$ cat config.mk
export PLATFORM = sky130hd
export DESIGN_NAME = fetch_queue_flat
export DESIGN_NICKNAME = d
export VERILOG_FILES = /design/src/rtl/fetch_queue_if.sv /design/src/rtl/fetch_queue.sv /design/src/flat_wrapper.sv
export SDC_FILE = /design/constraint.sdc
export NUM_CORES = 1
export LEC_CHECK = 0
export CAP_MARGIN = 20
export CORE_ASPECT_RATIO = 0.8
export CORE_MARGIN = 5
export CORE_UTILIZATION = 25
export CTS_CLUSTER_DIAMETER = 80
export DETAILED_ROUTE_END_ITERATION = 10
export DONT_BUFFER_PORTS = 1
export GPL_TIMING_DRIVEN = 1
export SYNTH_ARGS = -nofsm -noshare
export SYNTH_HDL_FRONTEND = slang
export SYNTH_SLANG_ARGS = --single-unit
$ cat constraint.sdc
create_clock -name clk -period 6.9 [get_ports clk]
set_clock_uncertainty 0.05 [all_clocks]
set_input_delay 0.69 -clock clk [delete_from_list [all_inputs] [get_ports clk]]
set_output_delay 0.69 -clock clk [all_outputs]
set_load 0.005 [all_outputs]
$ cat src/rtl/fetch_queue_if.sv
// Bundle of the fetch unit's memory-read, redirect/halt and decode-stream signals.
// Decode stream: the head entry transfers on a rising clk edge when out_valid && out_ready (and no redirect).
interface fetch_queue_if #(
  parameter int INSTR_W = 16,
  parameter int ADDR_W  = 16,
  parameter int DEPTH   = 4
);
  logic                     imem_req;
  logic [ADDR_W-1:0]        imem_addr;
  logic [INSTR_W-1:0]       imem_rdata;
  logic                     halt;
  logic                     redirect;
  logic [ADDR_W-1:0]        redirect_pc;
  logic                     out_valid;
  logic                     out_ready;
  logic [INSTR_W-1:0]       out_instr;
  logic [ADDR_W-1:0]        out_npc;
  logic [$clog2(DEPTH):0]   level;

  modport master (
    output imem_req, imem_addr, out_valid, out_instr, out_npc, level,
    input  imem_rdata, halt, redirect, redirect_pc, out_ready
  );

  modport slave (
    input  imem_req, imem_addr, out_valid, out_instr, out_npc, level,
    output imem_rdata, halt, redirect, redirect_pc, out_ready
  );
endinterface

$ cat src/rtl/fetch_queue.sv
// Instruction fetch with a DEPTH-entry prefetch queue of {next-PC, instruction} pairs,
// one-cycle-latency memory reads, branch redirect flush and halt.
module fetch_queue #(
  parameter int INSTR_W  = 16,
  parameter int ADDR_W   = 16,
  parameter int DEPTH    = 4,
  parameter int PC_STEP  = 2,
  parameter int RESET_PC = 0
) (
  input logic           clk,
  input logic           rst,
  fetch_queue_if.master bus
);
  localparam int PW  = $clog2(DEPTH);
  localparam int CW  = PW + 1;
  localparam int CW1 = CW + 1;

  logic [ADDR_W-1:0]  fetch_pc_q, fetch_pc_d;
  logic               inflight_q, inflight_d;
  logic [ADDR_W-1:0]  inflight_npc_q, inflight_npc_d;
  logic [PW-1:0]      rd_ptr_q, rd_ptr_d;
  logic [PW-1:0]      wr_ptr_q, wr_ptr_d;
  logic [CW-1:0]      count_q, count_d;
  logic [INSTR_W-1:0] instr_mem_q [DEPTH];
  logic [INSTR_W-1:0] instr_mem_d [DEPTH];
  logic [ADDR_W-1:0]  npc_mem_q [DEPTH];
  logic [ADDR_W-1:0]  npc_mem_d [DEPTH];

  logic               pop;
  logic               req;
  logic               wr_en;
  logic [CW1-1:0]     credit;

  always_comb begin
    pop    = (count_q != '0) & bus.out_ready & ~bus.redirect;
    // Occupancy the queue will need once the outstanding read lands, net of this cycle's pop.
    credit = {1'b0, count_q} + CW1'(inflight_q) - CW1'(pop);
    req    = ~rst & ~bus.halt & ~bus.redirect & (credit < CW1'(DEPTH));
    wr_en  = inflight_q & ~bus.redirect;
  end

  always_comb begin
    fetch_pc_d     = fetch_pc_q;
    inflight_d     = inflight_q;
    inflight_npc_d = inflight_npc_q;
    rd_ptr_d       = rd_ptr_q;
    wr_ptr_d       = wr_ptr_q;
    count_d        = count_q;
    instr_mem_d    = instr_mem_q;
    npc_mem_d      = npc_mem_q;

    if (bus.redirect) begin
      // The response arriving now belongs to the abandoned path and is dropped.
      count_d    = '0;
      rd_ptr_d   = '0;
      wr_ptr_d   = '0;
      inflight_d = 1'b0;
      fetch_pc_d = bus.redirect_pc;
    end else begin
      if (wr_en) begin
        instr_mem_d[wr_ptr_q] = bus.imem_rdata;
        npc_mem_d[wr_ptr_q]   = inflight_npc_q;
        wr_ptr_d              = wr_ptr_q + PW'(1);
      end
      if (pop) begin
        rd_ptr_d = rd_ptr_q + PW'(1);
      end
      count_d = count_q + CW'(wr_en) - CW'(pop);
      if (req) begin
        inflight_d     = 1'b1;
        inflight_npc_d = fetch_pc_q + ADDR_W'(PC_STEP);
        fetch_pc_d     = fetch_pc_q + ADDR_W'(PC_STEP);
      end else begin
        inflight_d = 1'b0;
      end
    end
  end

  always_ff @(posedge clk or posedge rst) begin
    if (rst) begin
      fetch_pc_q     <= ADDR_W'(RESET_PC);
      inflight_q     <= 1'b0;
      inflight_npc_q <= '0;
      rd_ptr_q       <= '0;
      wr_ptr_q       <= '0;
      count_q        <= '0;
      for (int i = 0; i < DEPTH; i++) begin
        instr_mem_q[i] <= '0;
        npc_mem_q[i]   <= '0;
      end
    end else begin
      fetch_pc_q     <= fetch_pc_d;
      inflight_q     <= inflight_d;
      inflight_npc_q <= inflight_npc_d;
      rd_ptr_q       <= rd_ptr_d;
      wr_ptr_q       <= wr_ptr_d;
      count_q        <= count_d;
      instr_mem_q    <= instr_mem_d;
      npc_mem_q      <= npc_mem_d;
    end
  end

  assign bus.imem_req  = req;
  assign bus.imem_addr = fetch_pc_q;
  assign bus.out_valid = (count_q != '0);
  assign bus.out_instr = instr_mem_q[rd_ptr_q];
  assign bus.out_npc   = npc_mem_q[rd_ptr_q];
  assign bus.level     = count_q;
endmodule

$ cat src/flat_wrapper.sv
// flat-port wrapper written by rule: the top's interface ports become plain ports
module fetch_queue_flat 
#(
  parameter int INSTR_W  = 16,
  parameter int ADDR_W   = 16,
  parameter int DEPTH    = 4,
  parameter int PC_STEP  = 2,
  parameter int RESET_PC = 0
)
  (clk, rst, bus_imem_req, bus_imem_addr, bus_out_valid, bus_out_instr, bus_out_npc, bus_level, bus_imem_rdata, bus_halt, bus_redirect, bus_redirect_pc, bus_out_ready);
  fetch_queue_if #(.INSTR_W(INSTR_W), .ADDR_W(ADDR_W), .DEPTH(DEPTH)) bus_i ();
  input logic clk;
  input logic rst;
  output wire logic [$bits(bus_i.imem_req)-1:0] bus_imem_req;
  output wire logic [$bits(bus_i.imem_addr)-1:0] bus_imem_addr;
  output wire logic [$bits(bus_i.out_valid)-1:0] bus_out_valid;
  output wire logic [$bits(bus_i.out_instr)-1:0] bus_out_instr;
  output wire logic [$bits(bus_i.out_npc)-1:0] bus_out_npc;
  output wire logic [$bits(bus_i.level)-1:0] bus_level;
  input wire logic [$bits(bus_i.imem_rdata)-1:0] bus_imem_rdata;
  input wire logic [$bits(bus_i.halt)-1:0] bus_halt;
  input wire logic [$bits(bus_i.redirect)-1:0] bus_redirect;
  input wire logic [$bits(bus_i.redirect_pc)-1:0] bus_redirect_pc;
  input wire logic [$bits(bus_i.out_ready)-1:0] bus_out_ready;
  assign bus_imem_req = bus_i.imem_req;
  assign bus_imem_addr = bus_i.imem_addr;
  assign bus_out_valid = bus_i.out_valid;
  assign bus_out_instr = bus_i.out_instr;
  assign bus_out_npc = bus_i.out_npc;
  assign bus_level = bus_i.level;
  assign bus_i.imem_rdata = bus_imem_rdata;
  assign bus_i.halt = bus_halt;
  assign bus_i.redirect = bus_redirect;
  assign bus_i.redirect_pc = bus_redirect_pc;
  assign bus_i.out_ready = bus_out_ready;
  fetch_queue #(.INSTR_W(INSTR_W), .ADDR_W(ADDR_W), .DEPTH(DEPTH), .PC_STEP(PC_STEP), .RESET_PC(RESET_PC)) u_core (.clk(clk), .rst(rst), .bus(bus_i));
endmodule
==> results of run 1 <==
## flip-flops by register name, indices dropped and copies added, names as in the netlist
signal                 cells
u_core.inflight_q          1
u_core.wr_ptr_q            2
u_core.rd_ptr_q            2
u_core.instr_mem_q        64
u_core.bus.imem_addr      16
u_core.npc_mem_q          64
u_core.bus.level           3
u_core.inflight_npc_q     16
## synthesized netlist by cell type
cell,n
ha_1,10
nor2_1,25
a211oi_1,1
a31oi_1,12
mux2_1,9
clkinv_1,1
and3_1,3
a32oi_1,1
nor2_4,1
nand2_1,11
and4_1,2
nand4_1,2
xnor2_1,11
dfrtp_1,168
mux2i_1,2
or3b_1,2
o31ai_1,1
fa_1,1
mux2_2,135
xor2_1,9
or2_2,1
buf_2,4
nand3b_1,1
and2_1,3
buf_4,1
nand3_1,8
buf_6,1
inv_1,9
o22ai_2,1
a21oi_1,1
buf_1,12
clkbuf_1,11
mux4_2,32
nor2b_1,3
o21ai_0,16
a22oi_2,1
or3_1,12
## kinds of logic (layout without fill, tap and decap cells)
family,Yosys count,in the layout
and+or+nand+nor,74,74
adders and majority gates,11,11
DFF,168,168
muxes,178,178
AOI/OAI and AO/OA,34,34
xor gates and xnor gates,20,20
buffers and inverters,39,45
## cell type report
cell class | count | area, µm²
fillers | 3118 | 21600
flip-flops and latches | 168 | 4210
multi-input cells | 317 | 3280
well taps | 413 | 517
clock buffers | 25 | 475
clock inverters | 7 | 70.1
inverters | 10 | 42.5
repair buffers | 3 | 22.5
## per-layer routing
layer	routed length (µm)	part of all wire, %
met5	0	0
met4	171	1.0
met3	1160	6.9
met2	7260	43
met1	8300	49
## worst reg2reg max path: cells and delay by family, from the launching register on
| kind | cells | cell delay (ns) |
|---|---|---|
| and+or+nand+nor | 4 | 0.93 |
| AOI/OAI and AO/OA | 3 | 0.85 |
| DFF | 1 | 0.42 |
| muxes | 1 | 0.39 |
| adders and majority gates | 2 | 0.38 |
| buffers and inverters | 2 | 0.26 |
## power by group
| group | switching, µW | internal (µW) | leakage (µW) |
|---|---|---|---|
| sequential | 191 | 1210 | 0.00220 |
| combinational | 326 | 393 | 0.00132 |
| clock | 383 | 516 | 0.000265 |
## cells in the final DEF, fill, tap and decap left out, types with 2 or more instances in the layout
cell type,count
mux2i_1,2
clkinv_2,3
ha_1,10
nor2b_1,3
nor2_1,25
mux2_1,9
and4_1,2
clkbuf_8,2
and3_1,3
nand3_1,8
or3_1,12
buf_4,3
mux2_2,135
or3b_1,2
dfrtp_2,2
clkbuf_16,17
xnor2_1,11
dfrtp_1,166
xor2_1,9
nand4_1,2
a31oi_1,12
inv_1,8
mux4_2,32
o21ai_0,16
clkinv_4,2
clkbuf_1,6
nand2_1,7
nand2_2,4
and2_1,3
## how the worst max path moves through the flow
stage	from	to	slack, ns	depth (start not counted)
after floorplan	rst	u_core.bus.imem_addr[0]	1.61	1
after global placement	u_core.bus.level[1]	bus_imem_req	3.49	11
after detailed placement	u_core.bus.level[1]	bus_imem_req	3.45	11
after CTS	u_core.bus.level[1]	bus_imem_req	2.95	11
after global routing	u_core.bus.level[1]	bus_imem_req	2.70	11
final	u_core.bus.level[1]	bus_imem_req	3.03	11
## through the flow
step           setup slack [ns]  total power [µW]
6_report                   3.03              3020
3_5_place_dp               3.45              2170
5_1_grt                    2.70              3210
3_3_place_gp               3.49              2140
4_1_cts                    2.95              3080
2_1_floorplan              1.61              1930
==> flow_summary.yaml, run 1 <==
clock_network:
  clk_pin_slew_worst_paths_ns: 0.06
  cts_root_buffer: "clkbuf_16"
  cts_resized: 0
  cts_tree: "built"
  cts_sinks: 168
  hold_buffers: 0
  cts_buffer_depth: 2
  cts_max_level: 4
  cts_setup_buffers: 0
  worstSkewPairLatency_ns: 0.42
  cts_buffers: 17
layout:
  stdcell_area_mm2: 0.00861
  area_growth_pct: 12.8
  num_antenna_cells: 0
  fin_nets: 565
  drive_gt1_share_pct: 39.1
  finish.utilization_pct: 28.5
  final_cells: 943
routing:
  routedWlPerCell_um: 17.9
  vias: 4218
  drt-initial-drc-count: 136
  wl_um: 16900
  drc: 0
  ant_nets: 0
  vias_per_cell: 4.47
  dr.pass1.iters: 4
setup_path:
  crit_fanout: 24
  crit_slowest_cell: "a22oi_2"
  path_class: "flop to output pin"
  arrival_ns: 3.13
  r2r.worst_path.cells: 12
  start_kind: "flop"
  worst-r2r-setup-slack_ns: 3.51
  crit_family: "compound AO/OA/AOI/OAI gates"
  r2r-start: "u_core.bus.level[1]"
  path_buf_inv: 2
  crit_chain: "inv_1, nand3_1, nand2_1, nor2_1, ha_1, inv_1, ha_1, nand3b_1, a211oi_1, a22oi_2, nor2_1"
  cp.required_ns: 6.16
  rr_endpoint: "u_core.inflight_npc_q[14]"
  crit_path_end_kind: "output pin"
  slowest_delay_ns: 0.83
yosys:
  synthSimpleGateAreaFrac_pct: 4.96
  ys_ff_latch: 168
  ys_seq_area_share_pct: 55.0
  yosys.area_share.adder_pct: 1.90
  synthCells: 524
  synth.yosys.warnings: 0
  synth_top_family_by_area: "multiplexers"
  netlist_area_mm2: 0.00764
  synth_area_leaders: "dfrtp_1 55%, mux2_2 20%, mux4_2 9.4%"
  synth_nets: 572
  synth_top_area_share_pct: 55.0
  synthMuxAreaShare_pct: 30.9
  synth_top_area_cell: "dfrtp_1"
  syn_avg_cell_area_um2: 14.6
  synth_cell_types: 37
  synth_compound_area_share_pct: 2.74
  synth_xor_area_share_pct: 2.29
die:
  start_util_pct: 25.3
  die_w_um: 205
  dieHeight_um: 166
  coreArea_mm2: 0.0302
  fp-row-count: 57
  die-area_mm2: 0.0342
  pin_count: 90
grt:
  gr-usage-met3_pct: 4.20
  grt_pass1_vias: 4456
  grt_pass1_wl_um: 26900
  grtUsageMet2_pct: 14.6
  grt_max_degree: 71
  grt.total_usage_pct: 10.3
  grt_use_met1_pct: 14.6
  busiest_layer: "met2"
  grt_overflow: 0
  antenna_found_initial: 0
timing:
  drv_slew: 0
  hold_viol: 0
  rsz0062_at_grt: "no"
  tightest_slew_ns: 1.03
  final-setup-viol-count: 0
  setup_tns_ns: 0
  timing.fmax_mhz: 258
  max-slew-margin-rel_pct: 30.8
  post-route-period-util_pct: 56.1
  timing.final.crit_period_ns: 3.87
  hold_slack_ns: 0.159
placement:
  dp_hpwl_um: 10800
  dpl-instance-area_mm2: 0.00807
  port_buffers: 0
  gp_congestion: 0.718
  dp.cells: 911
outcome:
  status: "finished clean"
power_and_ir_drop:
  leakagePower_uw: 0.00379
  p_per_area_mw_per_mm2: 350
  ir_drop_v: 0.000168
worst_hold_path:
  hold_path_class: "primary input to async pin"
flow_run:
  max_cap_violations: 0
No activity file was read; power rests on OpenSTA's default activity.
==> run 2, diff against run 1 <==
==> constraint.sdc (replaced) <==
create_clock -name clk -period 3.8 [get_ports clk]
set_clock_uncertainty 0.05 [all_clocks]
set_input_delay 0.38 -clock clk [delete_from_list [all_inputs] [get_ports clk]]
set_output_delay 0.38 -clock clk [all_outputs]
set_load 0.005 [all_outputs]
==> flow_summary.yaml, run 2 (synthesis gave the netlist of run 1 again) <==
clock_network:
  cts_buffers: 17
  clk_pin_slew_worst_paths_ns: 0.06
  cts_sinks: 168
  cts_setup_buffers: 0
  cts_root_buffer: "clkbuf_16"
  worstSkewPairLatency_ns: 0.42
  cts_max_level: 4
  cts_buffer_depth: 2
  cts_tree: "built"
routing:
  vias_per_cell: 4.49
  vias: 4254
  routedWlPerCell_um: 17.7
  ant_nets: 0
  drt-initial-drc-count: 167
  dr.pass1.iters: 4
  drc: 0
  wl_um: 16800
die:
  fp-row-count: 57
  start_util_pct: 25.3
  dieHeight_um: 166
  coreArea_mm2: 0.0302
  pin_count: 90
  die_w_um: 205
  die-area_mm2: 0.0342
setup_path:
  crit_path_end_kind: "output pin"
  cp.required_ns: 3.37
  start_kind: "flop"
  arrival_ns: 2.91
  crit_fanout: 23
  path_class: "flop to output pin"
timing:
  tightest_slew_ns: 1.03
  hold_slack_ns: 0.0290
  timing.fmax_mhz: 299
  setup_tns_ns: 0
  setup_slack_ns: 0.457
  post-route-period-util_pct: 88.0
  hold_viol: 0
  timing.final.crit_period_ns: 3.34
  final-setup-viol-count: 0
  drv_slew: 0
  max-slew-margin-rel_pct: 31.1
  rsz0062_at_grt: "no"
power_and_ir_drop:
  power_frac_comb_pct: 23.2
  p_per_area_mw_per_mm2: 650
  leakagePower_uw: 0.00385
  p_sw_share_pct: 29.4
  switchingPower_uw: 1670
  power_frac_seq_pct: 44.7
  ir_drop_v: 0.000307
  clock_power_share_pct: 32.1
  internal_power_uw: 4010
layout:
  final_common_cell: "dfrtp_1"
  drive_gt1_share_pct: 40.1
  area_growth_pct: 14.3
  fill_cells: 3080
  finish.utilization_pct: 28.9
  final_cells: 947
  num_antenna_cells: 0
  ff_latch_area_mm2: 0.00421
  fin_nets: 569
  multi_input_area_mm2: 0.00328
  final_cell_mix: "166 x dfrtp_1, 135 x mux2_2, 32 x mux4_2, 25 x nor2_1, 17 x clkbuf_16"
  reg.largest.list: "u_core.instr_mem_q (64), u_core.npc_mem_q (64)"
grt:
  grt_max_degree: 72
  grt.total_usage_pct: 10.2
  antenna_found_initial: 0
  grt_pass1_vias: 4537
  grt_pass1_wl_um: 26800
  grt_overflow: 0
placement:
  dp_hpwl_um: 10700
  dp.cells: 913
  gp_congestion: 0.702
  port_buffers: 0
  preCtsSetupSlack_ns: 0.726
outcome:
  status: "finished clean"
flow_run:
  max_cap_violations: 0
worst_hold_path:
  hold_path_class: "primary input to flop"
-- run 2: cell types whose count changed in the layout (fill, tap and decap cells not counted) --
cell	delta
dlygate4sd3_1	+2
clkbuf_1	-5
clkinv_4	-1
bufinv_16	+2
clkbuf_8	+1
buf_4	+1
clkinv_2	+2
buf_12	+1
inv_8	+1
-- run 2: stage by stage --
stage | total power [µW] | instance area, µm²
after floorplan | 3510 | 7640
after global placement | 3900 | 8100
after detailed placement | 3940 | 8100
after CTS | 5780 | 8730
after global routing | 6010 | 8730
final | 5670 | 8730
-- run 2: final cells by class --
class	count	share of cell area, %
well taps	413	5.92
clock buffers	21	5.39
multi-input cells	317	37.6
inverters	10	0.473
flip-flops and latches	168	48.2
clock inverters	11	1.65
repair buffers	7	0.803
-- run 2: power by group through the flow --
| stage | combinational, µW | sequential [µW] | clock (µW) |
|---|---|---|---|
| 2_1_floorplan | 1100 | 2420 | 0 |
| 3_3_place_gp | 1340 | 2560 | 0 |
| 3_5_place_dp | 1360 | 2580 | 0 |
| 4_1_cts | 1370 | 2540 | 1870 |
| 5_1_grt | 1460 | 2600 | 1950 |
| 6_report | 1320 | 2530 | 1820 |
-- run 2: routing by layer --
metal / wire (µm) / up-vias / track usage [%]
met5: 0 / - / 0
met4: 178 / 0 / 2.97
met3: 938 / 13 / 3.40
met2: 7220 / 89 / 14.6
met1: 8440 / 2243 / 14.8
li1: - / 1909 / -
-- run 2: path summary, 6_finish.rpt --
kind	cells after the start	from	endpoint	slack [ns]
worst max-delay path	12	u_core.bus.level[1]	bus_imem_req	0.46
worst min-delay path	2	bus_redirect	u_core.bus.imem_addr[8]	0.03
worst max register to register	12	u_core.bus.level[1]	u_core.inflight_npc_q[4]	0.76
worst min register to register	1	u_core.instr_mem_q[24]	u_core.instr_mem_q[24]	0.45
max in group asynchronous	3	rst	u_core.instr_mem_q[44]	2.25
min in group asynchronous	2	rst	u_core.bus.imem_addr[1]	0.52
-- run 2: repair_timing --
item,in CTS,in global routing
resized for setup,0,0
hold endpoints to repair,41,0
hold buffers,2,0
-- run 2: worst max-delay path, stage by stage, from the launching register on --
cell and delay, ns:
dfrtp_1 0.42, inv_1 0.16, nand3_1 0.20, nand2_1 0.16, nor2_1 0.06, ha_1 0.17
inv_1 0.09, ha_1 0.21, o21ai_0 0.10, a211oi_1 0.36, a22oi_2 0.17, buf_4 0.23
nor2_1 0.14
==> run 3, diff against run 2 <==
--- a/config.mk
+++ b/config.mk
@@ -13,6 +13,8 @@
 export DETAILED_ROUTE_END_ITERATION = 10
 export DONT_BUFFER_PORTS = 1
 export GPL_TIMING_DRIVEN = 1
+export SKIP_LAST_GASP = 1
 export SYNTH_ARGS = -nofsm -noshare
 export SYNTH_HDL_FRONTEND = slang
 export SYNTH_SLANG_ARGS = --single-unit
+export TNS_END_PERCENT = 30
==> results of run 3 <==
Final layout, timing and power as in run 2 (identical DEF).
